==> src/rtl/sensor_frame_reader.sv <==
// Linear optical sensor readout: SI pulse generation, pixel counting, settle-delayed ADC capture
// and a one-entry valid/ready output stage. Optional frame accumulator under SENSOR_FRAME_SUM_EN.
module sensor_frame_reader #(
    parameter int NUM_PIXELS = 128,
    parameter int DATA_W     = 8,
    parameter int SETTLE     = 3,
    parameter int IDX_W      = 7
) (
    input  logic              clk_3M,
    input  logic              reset,
    input  logic              sensor_clk,
    input  logic [DATA_W-1:0] adc_data,
    input  logic              start,
    output logic              sensor_si,
    output logic [DATA_W-1:0] pixel_data,
    output logic [IDX_W-1:0]  pixel_idx,
    output logic              pixel_valid,
    input  logic              pixel_ready,
    output logic              frame_done,
    output logic              busy,
    output logic              overrun,
    input  logic              overrun_clr
`ifdef SENSOR_FRAME_SUM_EN
    ,
    output logic [DATA_W+IDX_W-1:0] frame_sum
`endif
);

    typedef enum logic [2:0] {
        S_IDLE,
        S_ARM,
        S_SI_HI,
        S_SI_LO,
        S_READ,
        S_FLUSH
    } state_t;

    localparam logic [IDX_W-1:0] LAST_IDX   = IDX_W'(NUM_PIXELS - 1);
    localparam logic [3:0]       SETTLE_CNT = 4'(SETTLE);

    state_t              state_q, state_d;
    logic                sclk_q;
    logic                si_q, si_d;
    logic [IDX_W-1:0]    cnt_q, cnt_d;
    logic                pend_q, pend_d;
    logic [3:0]          tmr_q, tmr_d;
    logic                done_q, done_d;
    logic [DATA_W-1:0]   pixel_data_q, pixel_data_d;
    logic [IDX_W-1:0]    pixel_idx_q, pixel_idx_d;
    logic                pixel_valid_q, pixel_valid_d;
    logic                overrun_q, overrun_d;

    logic rise;
    logic fall;
    logic capture;
    logic handshake;
    logic drop;

    assign rise = sensor_clk & ~sclk_q;
    assign fall = ~sensor_clk & sclk_q;

    always_comb begin
        state_d = state_q;
        si_d    = si_q;
        cnt_d   = cnt_q;
        pend_d  = pend_q;
        tmr_d   = tmr_q;
        done_d  = 1'b0;
        capture = 1'b0;
        case (state_q)
            S_IDLE: begin
                if (start) begin
                    state_d = S_ARM;
                end
            end
            S_ARM: begin
                if (fall) begin
                    si_d    = 1'b1;
                    state_d = S_SI_HI;
                end
            end
            S_SI_HI: begin
                if (rise) begin
                    cnt_d   = '0;
                    pend_d  = 1'b1;
                    tmr_d   = SETTLE_CNT;
                    state_d = S_SI_LO;
                end
            end
            S_SI_LO, S_READ: begin
                // A pending capture masks any rise; pixel 0 may still be settling in SI_LO.
                if (pend_q) begin
                    if (tmr_q == 4'd1) begin
                        capture = 1'b1;
                        pend_d  = 1'b0;
                        if (cnt_q == LAST_IDX) begin
                            state_d = S_FLUSH;
                        end else begin
                            cnt_d = cnt_q + 1'b1;
                        end
                    end else begin
                        tmr_d = tmr_q - 4'd1;
                    end
                end else if (rise && (state_q == S_READ)) begin
                    pend_d = 1'b1;
                    tmr_d  = SETTLE_CNT;
                end
                if ((state_q == S_SI_LO) && fall) begin
                    si_d    = 1'b0;
                    state_d = S_READ;
                end
            end
            S_FLUSH: begin
                if (rise) begin
                    done_d  = 1'b1;
                    state_d = S_IDLE;
                end
            end
            default: begin
                state_d = S_IDLE;
            end
        endcase
    end

    // One-entry holding register: a capture refills it only if empty or draining this cycle.
    always_comb begin
        pixel_data_d  = pixel_data_q;
        pixel_idx_d   = pixel_idx_q;
        pixel_valid_d = pixel_valid_q;
        overrun_d     = overrun_q;
        handshake     = pixel_valid_q & pixel_ready;
        drop          = capture & pixel_valid_q & ~pixel_ready;
        if (capture && !drop) begin
            pixel_data_d  = adc_data;
            pixel_idx_d   = cnt_q;
            pixel_valid_d = 1'b1;
        end else if (handshake) begin
            pixel_valid_d = 1'b0;
        end
        if (overrun_clr) begin
            overrun_d = 1'b0;
        end
        if (drop) begin
            overrun_d = 1'b1;
        end
    end

    always_ff @(posedge clk_3M or negedge reset) begin
        if (!reset) begin
            state_q       <= S_IDLE;
            sclk_q        <= 1'b0;
            si_q          <= 1'b0;
            cnt_q         <= '0;
            pend_q        <= 1'b0;
            tmr_q         <= '0;
            done_q        <= 1'b0;
            pixel_data_q  <= '0;
            pixel_idx_q   <= '0;
            pixel_valid_q <= 1'b0;
            overrun_q     <= 1'b0;
        end else begin
            state_q       <= state_d;
            sclk_q        <= sensor_clk;
            si_q          <= si_d;
            cnt_q         <= cnt_d;
            pend_q        <= pend_d;
            tmr_q         <= tmr_d;
            done_q        <= done_d;
            pixel_data_q  <= pixel_data_d;
            pixel_idx_q   <= pixel_idx_d;
            pixel_valid_q <= pixel_valid_d;
            overrun_q     <= overrun_d;
        end
    end

`ifdef SENSOR_FRAME_SUM_EN
    localparam int SUM_W = DATA_W + IDX_W;

    logic [SUM_W-1:0] sum_q, sum_d;
    logic [SUM_W-1:0] frame_sum_q, frame_sum_d;

    // Dropped samples are still summed; the total is published with frame_done.
    always_comb begin
        sum_d       = sum_q;
        frame_sum_d = frame_sum_q;
        if ((state_q == S_IDLE) && start) begin
            sum_d = '0;
        end else if (capture) begin
            sum_d = sum_q + SUM_W'(adc_data);
        end
        if (done_d) begin
            frame_sum_d = sum_q;
        end
    end

    always_ff @(posedge clk_3M or negedge reset) begin
        if (!reset) begin
            sum_q       <= '0;
            frame_sum_q <= '0;
        end else begin
            sum_q       <= sum_d;
            frame_sum_q <= frame_sum_d;
        end
    end

    assign frame_sum = frame_sum_q;
`endif

    assign sensor_si   = si_q;
    assign pixel_data  = pixel_data_q;
    assign pixel_idx   = pixel_idx_q;
    assign pixel_valid = pixel_valid_q;
    assign frame_done  = done_q;
    assign busy        = (state_q != S_IDLE);
    assign overrun     = overrun_q;

endmodule

==> config.mk <==
export PLATFORM = sky130hd
export DESIGN_NAME = sensor_frame_reader
export DESIGN_NICKNAME = d
export VERILOG_FILES = /design/src/rtl/sensor_frame_reader.sv
export SDC_FILE = /design/constraint.sdc
export NUM_CORES = 1
export LEC_CHECK = 0
export ABC_AREA = 1
export BUFFER_PORTS_ARGS = -buffer_cell sky130_fd_sc_hd__buf_2
export CORE_MARGIN = 2
export CORE_UTILIZATION = 50
export CTS_CLUSTER_SIZE = 16
export DETAILED_ROUTE_END_ITERATION = 10
export PLACE_DENSITY_LB_ADDON = 0.1
export SLEW_MARGIN = 10
export SYNTH_ARGS = -nofsm -noshare
export SYNTH_HDL_FRONTEND = slang
export SYNTH_SLANG_ARGS = --single-unit
export TNS_END_PERCENT = 100
==> constraint.sdc <==
create_clock -name clk_3M -period 2.8 [get_ports clk_3M]
set_clock_uncertainty 0.1 [all_clocks]
set_input_delay 0.28 -clock clk_3M [delete_from_list [all_inputs] [get_ports clk_3M]]
set_output_delay 0.28 -clock clk_3M [all_outputs]
set_load 0.005 [all_outputs]
# Yosys cells after proc, flatten, opt, wreduce, memory -nomap -nowiden
# Cells that the tools add are included.
# op_classes
n_mux	36
reduce_logical	16
n_addsub	2
n_eq_ne	20
n_bitwise	8
# ops
op	n
$mux 7	4
$mux 3	8
$mux 4	4
$ne 2x2->1 const B	8
$mux 1	15
$ne 3x3->1 const B	5
$pmux 3 s5	1
$pmux 7 s2	1
$pmux 4 s2	1
$reduce_bool 2->1	4
$add 7x1->7 const B	1
$eq 7x7->1 const B	1
$reduce_and 7->1	1
$eq 3x2->1 const B	2
$eq 3x3->1 const B	2
$and 1x1->1	5
$reduce_and 5->1	1
$eq 4x1->1 const B	1
$pmux 1 s2	2
$reduce_and 4->1	1
$sub 4x1->4 const B	1
$eq 3x1->1 const B	1
$logic_and 1x1->1	3
$logic_not 3->1	1
6 further kinds	8
# totals
out_inout_bits	20
regBits	35
in_bits	14
elab_cells	93

# Longest topological paths before layout
# logic_depth
ltp_word	9
mapped_depth	10
depth_no_buf	9

# Least setup slack after synthesis
# OpenSTA, ideal clock, no wires.
# synth_timing
kind	register -> register
from	register tmr_q[1]
to	register cnt_q[3]
period_less_slack_ps	1547
stages_incl_launch_ff	11
t_arrival_ps	1329
setup_slack_ps	1253
n_path_buf	1
setup_ps	118
t_required_ps	2582
cell_sequence	dfrtp_1 inv_1 ha_1 nand3_1 nor2_2 nand2_1 nand2_1 nand2_4 buf_12 nand2_2 o21ai_2
# synth_via
elab_chain_cells	3
# synth_lines
item	line	rtl
start: declaration	46	logic [3:0] tmr_q, tmr_d;
start signal: assignment	167	tmr_q <= tmr_d;
$eq 4x1->1	93	if (tmr_q == 4'd1) begin
$ne 2x2->1 (no line)	n/a	
$reduce_and 5->1 (no line)	n/a	
end signal: assignment	165	cnt_q <= cnt_d;
end: declaration	44	logic [IDX_W-1:0] cnt_q, cnt_d;
# No other way between the ends.
# A chain may end at the register's enable or synchronous reset.

# Worst setup path after layout
# layout_timing
from	register state_q[1]
to	register pixel_idx_q[5], in the netlist pixel_idx[5]
# layout_via
elab_chain_cells	7
word_cells_on_any_way	8
cone_classes	2 x eq/ne; 1 x mux; 2 x bitwise; 3 x reduce/logical
# layout_lines
item	line	rtl
start: declaration	41	state_t state_q, state_d;
start signal: assignment	162	state_q <= state_d;
$eq 3x3->1 or $eq 3x2->1 (tied branches)	70	case (state_q)
$reduce_or 2->1 *	70	
$mux 1 *	70	
$and 1x1->1 (2 in a row)	132	drop = capture & pixel_valid_q & ~pixel_ready;
$logic_not 1->1	133	if (capture && !drop) begin
$logic_and 1x1->1 *	133	
end signal: assignment	170	pixel_idx_q <= pixel_idx_d;
end: declaration	49	logic [IDX_W-1:0] pixel_idx_q, pixel_idx_d;
# Every way passes the cells marked *; elsewhere a longest branch is shown, timed or not.

==> results by group <==
Status
  • Outcome: finished, final reports clean

Cells and area
  • Register area: 876 um2
  • ANT cells: 0
  • Layout Nets: 281
  • Fill cells: 338
  • Area of the multi-input gates: 826 um2
  • Area Growth Syn to Fin: 14.7%
  • Final cell count without fillers: 313
  • Layout cells sized above 1: 0.257

Global routing
  • Initial antenna violation count: 0
  • Grt total ovfl: 0
  • Pin count of the biggest net entering global routing: 36
  • All-Layer GR Usage: 0.207
  • Vias in the first global route: 1523
  • First-pass GRT wire length: 6740 um

Power and ir drop
  • Gate power share: 0.414
  • Worst VDD drop: 0.000628 V
  • Switching Fraction: 0.416
  • PwrDens: 918 nW/um2
  • Power Internal: 1.15 mW
  • Leak pwr: 1.17 nW
  • Clock power share: 0.203
  • PnR Total Power: 1.96 mW
  • Share of power burned in registers: 0.383
  • Net Switching: 0.816 mW

Worst setup path
  • Worst reg2reg path startpoint: state_q[1]
  • CP required: 2.86 ns
  • Worst setup EP type: register
  • Crit path kind: register to register
  • Reg2reg end: pixel_idx[5]
  • CP Data Arrival Time: 1.88 ns
  • Crit path launch type: register
  • Crit path max fanout: 19
  • Worst setup startpoint: state_q[1]
  • Reg2Reg Depth: 8
  • R2R Setup Slk: 0.98 ns

Clock tree
  • CTS tree: yes
  • Clk Tree Root Cell: clkbuf_8
  • Max H-tree Level: 2
  • Worst-Skew Late Latency: 0.28 ns
  • Clock Tree Buf Depth: 2
  • TritonCTS Buffers: 5
  • Clk sink count: 35
  • Post-cts sizing count: 0
  • Clk pin slew, worst setup/hold paths: 0.07 ns

Route
  • Detailed Route Iter0 Violations: 107
  • # DRC: 0
  • DRT antenna net count: 0
  • Average routed wire per standard cell: 11.8 um
  • Initial DRT Pass Iterations: 4
  • Vias: 1560
  • Vias per cell: 4.98
  • DRT Wirelength: 3700 um

STA
  • Pins Over Slew Limit: 0
  • Maximum clock frequency: 0.549 GHz
  • Actual slew at the worst max-slew pin: 0.784 ns
  • RSZ-0062 raised after global routing: no
  • # setup viols final: 0
  • Final Cycle Share: 0.650
  • Setup TNS: 0 ns
  • Min Clock Period, post-route: 1.82 ns
  • Final Hold Vio Count: 0
  • Relative slew slack: 0.477

Floorplan
  • Die Wd: 65.0 um
  • Starting density of the core: 0.512
  • # IOs: 34
  • Row count: 22
  • Core ar.: 3630 um2
  • Die area: 4230 um2
  • Die Height: 65.0 um

Worst hold path
  • Worst min-delay path startpoint: sensor_clk
  • Hold path cells: 1
  • HP Class: primary input to register
  • Endpoint with the worst hold slack: sclk_q

Job
  • Max cap viols: 0

Yosys
  • Synth Register Bits: 35
  • Syn Inst Count: 229
  • Netlist cell types: 25
  • Post-synthesis sequential area ratio: 0.470
  • Mapped cell area: 1860 um2
  • Yosys warns: 0
  • Synth Net Count: 246
  • Syn_area_per_cell: 8.13 um2

Placed design
  • Port bufs: 33
  • Final HPWL DP: 2620 um
  • Routability cong.: 0.867
  • Inst Count DP: 304
-- cell type report --
cell class	instances	area share
tap	48	0.0281
clock buffer	8	0.0469
inverter	25	0.0463
sequential	35	0.410
multi-input combinational	163	0.387
timing repair buffer	34	0.0820
-- worst max-delay path, stage by stage (launching register included) --
cell,delay (ns)
dfrtp_1,0.45
nor2_2,0.21
nand2_2,0.10
nand2_2,0.25
nand2_4,0.11
inv_4,0.14
nand2_4,0.14
nand2_1,0.09
o21ai_0,0.08
-- cells in the mapped netlist --
cell,count,area share
o21ai_2,5,0.024
nor4_1,1,0.0034
nand2_4,3,0.018
nand3b_1,1,0.0040
a21oi_1,2,0.0054
nand2_1,75,0.15
buf_12,1,0.011
nand3_1,26,0.070
o21ai_0,6,0.016
buf_6,2,0.012
o22ai_1,1,0.0034
a31oi_1,2,0.0067
inv_2,4,0.0081
nor2_1,13,0.026
nand2_2,10,0.034
nand3_4,1,0.0094
dfrtp_1,35,0.47
inv_4,2,0.0067
nor2_2,3,0.010
nand4_1,7,0.024
xor2_1,4,0.019
clkbuf_1,1,0.0020
ha_1,3,0.020
inv_1,19,0.038
buf_4,2,0.0081
-- sequential cells by signal, summed over array words and instances (netlist names) --
name         cells
state_q          3
cnt_q            7
sclk_q           1
sensor_si        1
pend_q           1
frame_done       1
pixel_data       8
pixel_valid      1
pixel_idx        7
overrun          1
tmr_q            4
-- layer usage --
| metal | routed length, um | share of wire | global-route usage |
|---|---|---|---|
| met4 | 57 | 0.015 | 0.0755 |
| met1 | 1650 | 0.45 | 0.259 |
| met2 | 1800 | 0.49 | 0.340 |
| met3 | 190 | 0.051 | 0.0590 |
| met5 | 0 | 0 | 0 |
-- cells in the final DEF, fill, tap and decap left out --
cell type,synthesis,layout
buf_2,0,33
xor2_1,4,4
o21ai_0,6,6
nand4_1,7,7
dfrtp_1,35,35
inv_1,19,19
inv_2,4,4
nor4_1,1,1
a21oi_1,2,2
nand3_4,1,1
inv_4,2,2
nand2_4,3,3
o21ai_2,5,5
nand3b_1,1,1
nor2_2,3,3
dlygate4sd3_1,0,1
ha_1,3,3
nand2_1,75,75
o22ai_1,1,1
clkbuf_1,1,1
a31oi_1,2,2
nand2_2,10,10
nor2_1,13,13
clkbuf_8,0,7
nand3_1,26,26
-- stage by stage --
stage / utilization / cell area (um2) / setup slack [ns] / hold slack, ns
3_5_place_dp: 0.558 / 2030 / 0.986 / 0.311
3_3_place_gp: 0.558 / 2030 / 1.05 / 0.311
4_1_cts: 0.588 / 2140 / 0.969 / 0.0188
5_1_grt: 0.588 / 2140 / 0.824 / 0.0271
2_1_floorplan: - / 1860 / 1.25 / -0.116
6_report: 0.588 / 2140 / 0.980 / 0.0285
-- how the worst max path moves through the flow --
stage	end
final	pixel_idx[5]
after global routing	pixel_idx[6]
after CTS	pixel_idx[5]
after detailed placement	pixel_idx[5]
after global placement	pixel_idx[0]
after floorplan	cnt_q[3]
-- power groups by stage --
stage          registers (mW)  logic, mW  clock network (mW)
3_3_place_gp            0.757      0.805                   0
2_1_floorplan           0.752      0.653                   0
6_report                0.752      0.811               0.397
5_1_grt                 0.775      0.946               0.439
3_5_place_dp            0.759      0.809                   0
4_1_cts                 0.750      0.817               0.415
-- logic make-up after synthesis --
family,after synthesis,share of synthesized area
AND/OR/NAND/NOR,140,0.349
flip-flops,35,0.470
buffers and inverters,31,0.0860
AO/OA/AOI/OAI,16,0.0551
XOR/XNOR,4,0.0188
adder cells (fa/ha/maj),3,0.0202
-- repair_timing --
| item | CTS | global route |
|---|---|---|
| buffers inserted | 0 | 0 |
| hold endpoints to repair | 3 | 0 |
| hold buffers | 1 | 0 |
(Power assumes the default switching activity.)
